===== config.mk =====
export PLATFORM = sky130hd
export DESIGN_NAME = muldiv_seq_flat
export DESIGN_NICKNAME = d
export VERILOG_FILES = /design/src/rtl/muldiv_seq_if.sv /design/src/rtl/muldiv_seq.sv /design/src/flat_wrapper.sv
export SDC_FILE = /design/constraint.sdc
export NUM_CORES = 1
export LEC_CHECK = 0
export ABC_AREA = 1
export BUFFER_PORTS_ARGS = -buffer_cell sky130_fd_sc_hd__buf_2
export CELL_PAD_IN_SITES_DETAIL_PLACEMENT = 1
export CELL_PAD_IN_SITES_GLOBAL_PLACEMENT = 2
export CORE_ASPECT_RATIO = 1.25
export CORE_MARGIN = 5
export CORE_UTILIZATION = 34
export CTS_BUF_LIST = sky130_fd_sc_hd__clkbuf_2 sky130_fd_sc_hd__clkbuf_4 sky130_fd_sc_hd__clkbuf_8
export CTS_CLUSTER_DIAMETER = 120
export DETAILED_ROUTE_END_ITERATION = 6
export MAX_ROUTING_LAYER = met4
export PLACE_DENSITY_LB_ADDON = 0.08
export SLEW_MARGIN = 10
export SYNTH_ARGS = -nofsm -noshare
export SYNTH_HDL_FRONTEND = slang
export SYNTH_SLANG_ARGS = --single-unit

===== constraint.sdc =====
create_clock -name CLK -period 4.1 [get_ports CLK]
set_input_delay 0.82 -clock CLK [delete_from_list [all_inputs] [get_ports CLK]]
set_output_delay 0.82 -clock CLK [all_outputs]
set_load 0.005 [all_outputs]

===== src/rtl/muldiv_seq_if.sv =====
// muldiv_seq_if: operand/result bundle between the execute stage and the
// iterative multiply/divide sequencer.
//   start, funct3, SrcA, SrcB, flush : requester -> sequencer
//   Stall, busy, done, MDResult      : sequencer -> requester
interface muldiv_seq_if #(
  parameter int D_WIDTH = 32
);
  logic               start;
  logic [2:0]         funct3;
  logic [D_WIDTH-1:0] SrcA;
  logic [D_WIDTH-1:0] SrcB;
  logic               flush;
  logic               Stall;
  logic               busy;
  logic               done;
  logic [D_WIDTH-1:0] MDResult;

  modport master (
    output start, funct3, SrcA, SrcB, flush,
    input  Stall, busy, done, MDResult
  );

  modport slave (
    input  start, funct3, SrcA, SrcB, flush,
    output Stall, busy, done, MDResult
  );
endinterface


===== src/rtl/muldiv_seq.sv =====
// muldiv_seq: iterative RV32M multiply/divide sequencer.
// One operation takes 32 shift-add (multiply) or restoring (divide) iterations
// on operand magnitudes; signs are applied when the result is registered.
//   CLK      : clock, rising edge
//   RST      : synchronous active-high reset
//   bus      : muldiv_seq_if.slave (start/funct3/SrcA/SrcB/flush in,
//              Stall/busy/done/MDResult out)
//
// state | meaning
// IDLE  | waiting for start; operands latched on acceptance
// CALC  | one iteration per cycle, counter 0..31
// DONE  | done pulse, MDResult valid; returns to IDLE
module muldiv_seq #(
  parameter int D_WIDTH   = 32,
  parameter int CNT_WIDTH = 5
) (
  input  logic         CLK,
  input  logic         RST,
  muldiv_seq_if.slave  bus
);
  localparam int P_WIDTH = 2 * D_WIDTH;
  localparam logic [CNT_WIDTH-1:0] LAST = CNT_WIDTH'(D_WIDTH - 1);

  typedef enum logic [1:0] {IDLE, CALC, DONE} state_t;

  state_t               state, state_nx;
  logic [2:0]           op;
  logic                 neg_q;     // quotient / product negate
  logic                 neg_r;     // remainder negate (dividend sign)
  logic [CNT_WIDTH-1:0] cnt;
  logic [P_WIDTH-1:0]   p;         // mul: {partial, multiplier}; div: {rem, quot}
  logic [D_WIDTH-1:0]   mag;       // mul: multiplicand; div: divisor
  logic [D_WIDTH-1:0]   md_result;

  // Acceptance decode
  logic               accept, a_signed, b_signed, sa, sb, is_div;
  logic               div_zero, div_ovf, special;
  logic [D_WIDTH-1:0] mag_a, mag_b, special_res;

  assign accept   = (state == IDLE) && bus.start && !bus.flush;
  assign is_div   = bus.funct3[2];
  assign a_signed = (bus.funct3 == 3'b001) || (bus.funct3 == 3'b010) ||
                    (bus.funct3 == 3'b100) || (bus.funct3 == 3'b110);
  assign b_signed = (bus.funct3 == 3'b001) || (bus.funct3 == 3'b100) ||
                    (bus.funct3 == 3'b110);
  assign sa       = a_signed && bus.SrcA[D_WIDTH-1];
  assign sb       = b_signed && bus.SrcB[D_WIDTH-1];
  assign mag_a    = sa ? -bus.SrcA : bus.SrcA;
  assign mag_b    = sb ? -bus.SrcB : bus.SrcB;
  assign div_zero = is_div && (bus.SrcB == '0);
  assign div_ovf  = is_div && !bus.funct3[0] &&
                    (bus.SrcA == {1'b1, {(D_WIDTH-1){1'b0}}}) &&
                    (bus.SrcB == {D_WIDTH{1'b1}});
  assign special  = div_zero || div_ovf;

  always_comb begin
    special_res = '0;
    if (div_zero)
      special_res = bus.funct3[1] ? bus.SrcA : {D_WIDTH{1'b1}};
    else if (div_ovf)
      special_res = bus.funct3[1] ? '0 : {1'b1, {(D_WIDTH-1){1'b0}}};
  end

  // One iteration of the shared datapath
  logic [D_WIDTH:0]   mul_sum, shift_rem;
  logic               ge;
  logic [D_WIDTH-1:0] rem_new, q_fix, r_fix, final_res;
  logic [P_WIDTH-1:0] p_next, prod;

  assign mul_sum   = {1'b0, p[P_WIDTH-1:D_WIDTH]} + (p[0] ? {1'b0, mag} : '0);
  assign shift_rem = p[P_WIDTH-1:D_WIDTH-1];
  assign ge        = shift_rem >= {1'b0, mag};
  // rem < divisor, so the difference always fits in D_WIDTH bits
  assign rem_new   = ge ? (shift_rem[D_WIDTH-1:0] - mag) : shift_rem[D_WIDTH-1:0];
  assign p_next    = op[2] ? {rem_new, p[D_WIDTH-2:0], ge}
                           : {mul_sum, p[D_WIDTH-1:1]};

  assign prod  = neg_q ? -p_next : p_next;
  assign q_fix = neg_q ? -p_next[D_WIDTH-1:0] : p_next[D_WIDTH-1:0];
  assign r_fix = neg_r ? -p_next[P_WIDTH-1:D_WIDTH] : p_next[P_WIDTH-1:D_WIDTH];

  always_comb begin
    final_res = '0;
    if (op[2])
      final_res = op[1] ? r_fix : q_fix;
    else
      final_res = (op[1:0] == 2'b00) ? prod[D_WIDTH-1:0] : prod[P_WIDTH-1:D_WIDTH];
  end

  // FSM
  always_ff @(posedge CLK) begin
    if (RST) state <= IDLE;
    else     state <= state_nx;
  end

  always_comb begin
    state_nx = state;
    case (state)
      IDLE:    if (accept) state_nx = special ? DONE : CALC;
      CALC:    if (cnt == LAST) state_nx = DONE;
      DONE:    state_nx = IDLE;
      default: state_nx = IDLE;
    endcase
    if (bus.flush) state_nx = IDLE;
  end

  // Datapath
  always_ff @(posedge CLK) begin
    if (RST) begin
      op        <= '0;
      neg_q     <= 1'b0;
      neg_r     <= 1'b0;
      cnt       <= '0;
      p         <= '0;
      mag       <= '0;
      md_result <= '0;
    end else if (!bus.flush) begin
      if (accept) begin
        op    <= bus.funct3;
        neg_q <= sa ^ sb;
        neg_r <= sa;
        cnt   <= '0;
        p     <= {{D_WIDTH{1'b0}}, (is_div ? mag_a : mag_b)};
        mag   <= is_div ? mag_b : mag_a;
        if (special) md_result <= special_res;
      end else if (state == CALC) begin
        p   <= p_next;
        cnt <= cnt + 1'b1;
        if (cnt == LAST) md_result <= final_res;
      end
    end
  end

  assign bus.Stall    = accept || (state == CALC);
  assign bus.busy     = (state == CALC) || (state == DONE);
  assign bus.done     = (state == DONE);
  assign bus.MDResult = md_result;
endmodule

===== src/flat_wrapper.sv =====
// flat-port wrapper written by rule: the top's interface ports become plain ports
module muldiv_seq_flat 
#(
  parameter int D_WIDTH   = 32,
  parameter int CNT_WIDTH = 5
)
  (CLK, RST, bus_start, bus_funct3, bus_SrcA, bus_SrcB, bus_flush, bus_Stall, bus_busy, bus_done, bus_MDResult);
  muldiv_seq_if #(.D_WIDTH(D_WIDTH)) bus_i ();
  input  logic CLK;
  input  logic RST;
  input wire logic [$bits(bus_i.start)-1:0] bus_start;
  input wire logic [$bits(bus_i.funct3)-1:0] bus_funct3;
  input wire logic [$bits(bus_i.SrcA)-1:0] bus_SrcA;
  input wire logic [$bits(bus_i.SrcB)-1:0] bus_SrcB;
  input wire logic [$bits(bus_i.flush)-1:0] bus_flush;
  output wire logic [$bits(bus_i.Stall)-1:0] bus_Stall;
  output wire logic [$bits(bus_i.busy)-1:0] bus_busy;
  output wire logic [$bits(bus_i.done)-1:0] bus_done;
  output wire logic [$bits(bus_i.MDResult)-1:0] bus_MDResult;
  assign bus_i.start = bus_start;
  assign bus_i.funct3 = bus_funct3;
  assign bus_i.SrcA = bus_SrcA;
  assign bus_i.SrcB = bus_SrcB;
  assign bus_i.flush = bus_flush;
  assign bus_Stall = bus_i.Stall;
  assign bus_busy = bus_i.busy;
  assign bus_done = bus_i.done;
  assign bus_MDResult = bus_i.MDResult;
  muldiv_seq #(.D_WIDTH(D_WIDTH), .CNT_WIDTH(CNT_WIDTH)) u_core (.CLK(CLK), .RST(RST), .bus(bus_i));
endmodule

==> results.sh <==
export IMPL_ys_flop_type="dfxtp_1"
export IMPL_fin_area_sq_um=22400
export IMPL_crit_path_end_kind="register"
export IMPL_clock_fmax_mhz=250
export IMPL_crit_path_frequent_cell="nand2_2"
export IMPL_ys_types=63
export IMPL_synth_warnings=0
export IMPL_max_slew_margin_pct=27.0
export IMPL_ys_seq_area_share_pct=15.9
export IMPL_holdPathEnd="u_core.p[15]"
export IMPL_ys_top_cells_by_area="nand2_1 18%, dfxtp_1 16%, inv_1 10%, nand3_1 6.2%, nor2_1 6.1%"
export IMPL_die_y_um=265
export IMPL_critPathMaxStageDelay_ns=0.44
export IMPL_netlist_area_sq_um=17600
export IMPL_fin_nets=3557
export IMPL_synth_edf_count=0
export IMPL_rows=93
export IMPL_synth_top_area_cell="nand2_1"
export IMPL_hp_class="reg -> reg"
export IMPL_grtUsageTotal_pct=36.3
export IMPL_grt_antenna_before_repair=1
export IMPL_dp_slack_ns=-0.0636
export IMPL_portBuffers=105
export IMPL_worstReg2RegEnd="u_core.bus.MDResult[22]"
export IMPL_hold_viol_final=0
export IMPL_place_gp_congestion=1.02
export IMPL_cp_start_kind="register"
export IMPL_cts_sinks=140
export IMPL_r2r_slack_ns=0.09
export IMPL_reg2reg_depth=31
export IMPL_post_route_period_util_pct=97.8
export IMPL_worst_setup_path_type="reg -> reg"
export IMPL_rsz0062_at_grt="true"
export IMPL_period_needed_ns=4.01
export IMPL_leakage_uw=0.0112
export IMPL_tightest_slew_ns=1.09
export IMPL_cp_max_fo=4
export IMPL_critPathRequiredTime_ns=4.55
export IMPL_synth_nets=3226
export IMPL_setup_slack_ns=0.0921
export IMPL_drtPass1Iterations=5
export IMPL_core_area_sq_um=51400
export IMPL_r2r_start="u_core.p[57]"
export IMPL_ys_ff_latch=140
export IMPL_worst_clock_skew_ns=0.0251
export IMPL_cp_slowest_cell="dfxtp_2"
export IMPL_numCtsBuffers=17
export IMPL_vdd_drop_max_mv=0.196
export IMPL_wirelength_um=104000
export IMPL_avgRoutedWirePerCell_um=25.4
export IMPL_drt_iter0_markers=1662
export IMPL_syn_to_final_growth_pct=26.9
export IMPL_drc=0
export IMPL_dp_hpwl_um=86100
export IMPL_dpl_cell_count=4024
export IMPL_multi_input_area_sq_um=13300
export IMPL_stdcell_count=4092
export IMPL_grt_max_degree=49
export IMPL_grt_remaining_overflow=0
export IMPL_initial_core_util_pct=34.3
export IMPL_place_area_sq_um=20700
export IMPL_die_w_um=214
export IMPL_cts_root_buf="clkbuf_8"
export IMPL_synth_avg_cell_area_sq_um=5.73
export IMPL_regArea_sq_um=2870
export IMPL_grt_pass1_vias=23064
export IMPL_hold_path_cell_count=2
export IMPL_n_fill_cell=7118
export IMPL_min_from="u_core.p[15]"
export IMPL_postCtsHoldBufs=0
export IMPL_synth_top_cell_area_share_pct=17.5
export IMPL_drv_cap=0
export IMPL_synthCells=3079
export IMPL_maxSlewViolCount=0
export IMPL_h_tree_depth=4
export IMPL_power_density_nw_per_um2=277
export IMPL_ant_nets=0
export IMPL_clkTransAtPathRegs_ns=0.09
export IMPL_viasPerCell=5.56
export IMPL_clockBufferDepth=2
export IMPL_grt_pass1_wl_um=149000
export IMPL_cp_arrival_ns=4.46
export IMPL_insertion_delay_ns=0.53
export IMPL_num_vias=22751
export IMPL_outcome="finished, final reports clean"
export IMPL_drive_gt1_share_pct=24.4
export IMPL_setup_viol=0
export IMPL_async_flop_share_pct=0
export IMPL_cts_tree="yes"
export IMPL_ios=106
export IMPL_dieArea_sq_um=56600
-- cells in the mapped netlist (34+ instances only) --
cell type and count:
clkbuf_1 78, a21oi_1 152, ha_1 74, nand4_1 51, nand2_1 824, nor3_1 34
inv_1 477, nor2_1 287, dfxtp_1 140, o21ai_0 168, nand3_1 220, xor2_1 94
-- area by class of cell --
class | instances | share of cell area (%)
Sequential cell | 140 | 12.8
Inverter | 504 | 8.50
Tap cell | 665 | 3.72
Timing Repair Buffer | 431 | 13.5
Antenna cell | 4 | 0.0447
Clock buffer | 20 | 1.15
Multi-Input combinational cell | 2316 | 59.4
Clock inverter | 12 | 0.833
-- registers in the layout, indices dropped and copies added, names as in the netlist --
signal	cells
u_core.p	64
u_core.bus.MDResult	32
u_core.mag	32
u_core.cnt	5
u_core.op	3
u_core.state	2
u_core.neg_q	1
u_core.neg_r	1
-- worst max path at each step --
stage,start,to,slack (ns)
2_1_floorplan,u_core.mag[16],u_core.bus.MDResult[28],0.49
3_3_place_gp,u_core.p[0],u_core.bus.MDResult[25],0.02
3_5_place_dp,u_core.mag[19],u_core.bus.MDResult[26],-0.06
4_1_cts,u_core.mag[19],u_core.bus.MDResult[26],0.004
5_1_grt,u_core.mag[26],u_core.bus.MDResult[22],-0.09
6_report,u_core.p[57],u_core.bus.MDResult[22],0.09
-- worst max-delay path, delay by kind of cell (launching register included) --
family	cells	cell delay, ns
compound gates	4	0.57
fa+ha+maj	2	0.43
buf+inv	5	0.44
flops	1	0.44
simple gates	20	2.07
-- layer usage --
layer	track usage, %	up-vias	routed length, um
li1	-	10622	-
met1	40.9	11025	40100
met2	60.7	809	49900
met3	3.47	295	4470
met4	24.0	0	9210
met5	-	-	0
-- report_power, final --
| part | total [uW] | leakage (uW) | internal [uW] | switching [uW] |
|---|---|---|---|---|
| registers | 1490 | 0.00116 | 1420 | 63.0 |
| clock network | 1370 | 0.000227 | 691 | 680 |
| logic | 3330 | 0.00985 | 1140 | 2200 |
-- kinds of logic after synthesis --
kind of cell               share of synthesized area [%]
buffers and inverters                               13.8
and+or+nand+nor                                     40.2
DFF                                                 15.9
AOI/OAI and AO/OA                                   18.6
adders and majority gates                           5.48
xor gates and xnor gates                            6.06
-- stage by stage --
stage / utilization (%) / TNS (ns) / hold slack, ns / total power, uW
CTS: 41.2 / 0 / 0.493 / 5930
global placement: 40.3 / 0 / 0.470 / 4500
floorplan: - / 0 / 0.446 / 3230
finish: 43.5 / 0 / 0.495 / 6190
global route: 43.5 / -0.405 / 0.525 / 6480
detailed placement: 40.3 / -0.308 / 0.478 / 4550
-- placed cells by master, fill, tap and decap left out, types with 17 or more instances in the layout --
| cell type | Yosys | final |
|---|---|---|
| a21oi_2 | 8 | 18 |
| nand2_4 | 8 | 17 |
| o32ai_1 | 19 | 19 |
| inv_1 | 477 | 451 |
| xor2_1 | 94 | 94 |
| ha_1 | 74 | 36 |
| inv_2 | 21 | 45 |
| nand2_2 | 32 | 70 |
| nand3_2 | 23 | 22 |
| nor2_4 | 12 | 26 |
| nand4_1 | 51 | 51 |
| xnor2_1 | 28 | 28 |
| o21ai_1 | 21 | 24 |
| ha_4 | 0 | 33 |
| nand2_1 | 824 | 777 |
| nor3_1 | 34 | 30 |
| dfxtp_1 | 140 | 93 |
| a21oi_1 | 152 | 139 |
| buf_4 | 3 | 322 |
| nor2_1 | 287 | 262 |
| buf_2 | 20 | 105 |
| o211ai_1 | 27 | 27 |
| nand3_1 | 220 | 217 |
| o221ai_1 | 24 | 23 |
| o21ai_0 | 168 | 162 |
| dfxtp_2 | 0 | 42 |
| clkbuf_8 | 0 | 17 |
| o21a_1 | 25 | 25 |
| nor2_2 | 27 | 38 |
-- timing repair --
item                                    in CTS  in global routing
gates resized for setup                     14                247
cloned                                       0                  0
endpoints found under the setup margin      20                 29
pin swaps                                    0                 44
buffers inserted                             0                 32
Power figures use the tool's default switching activity.
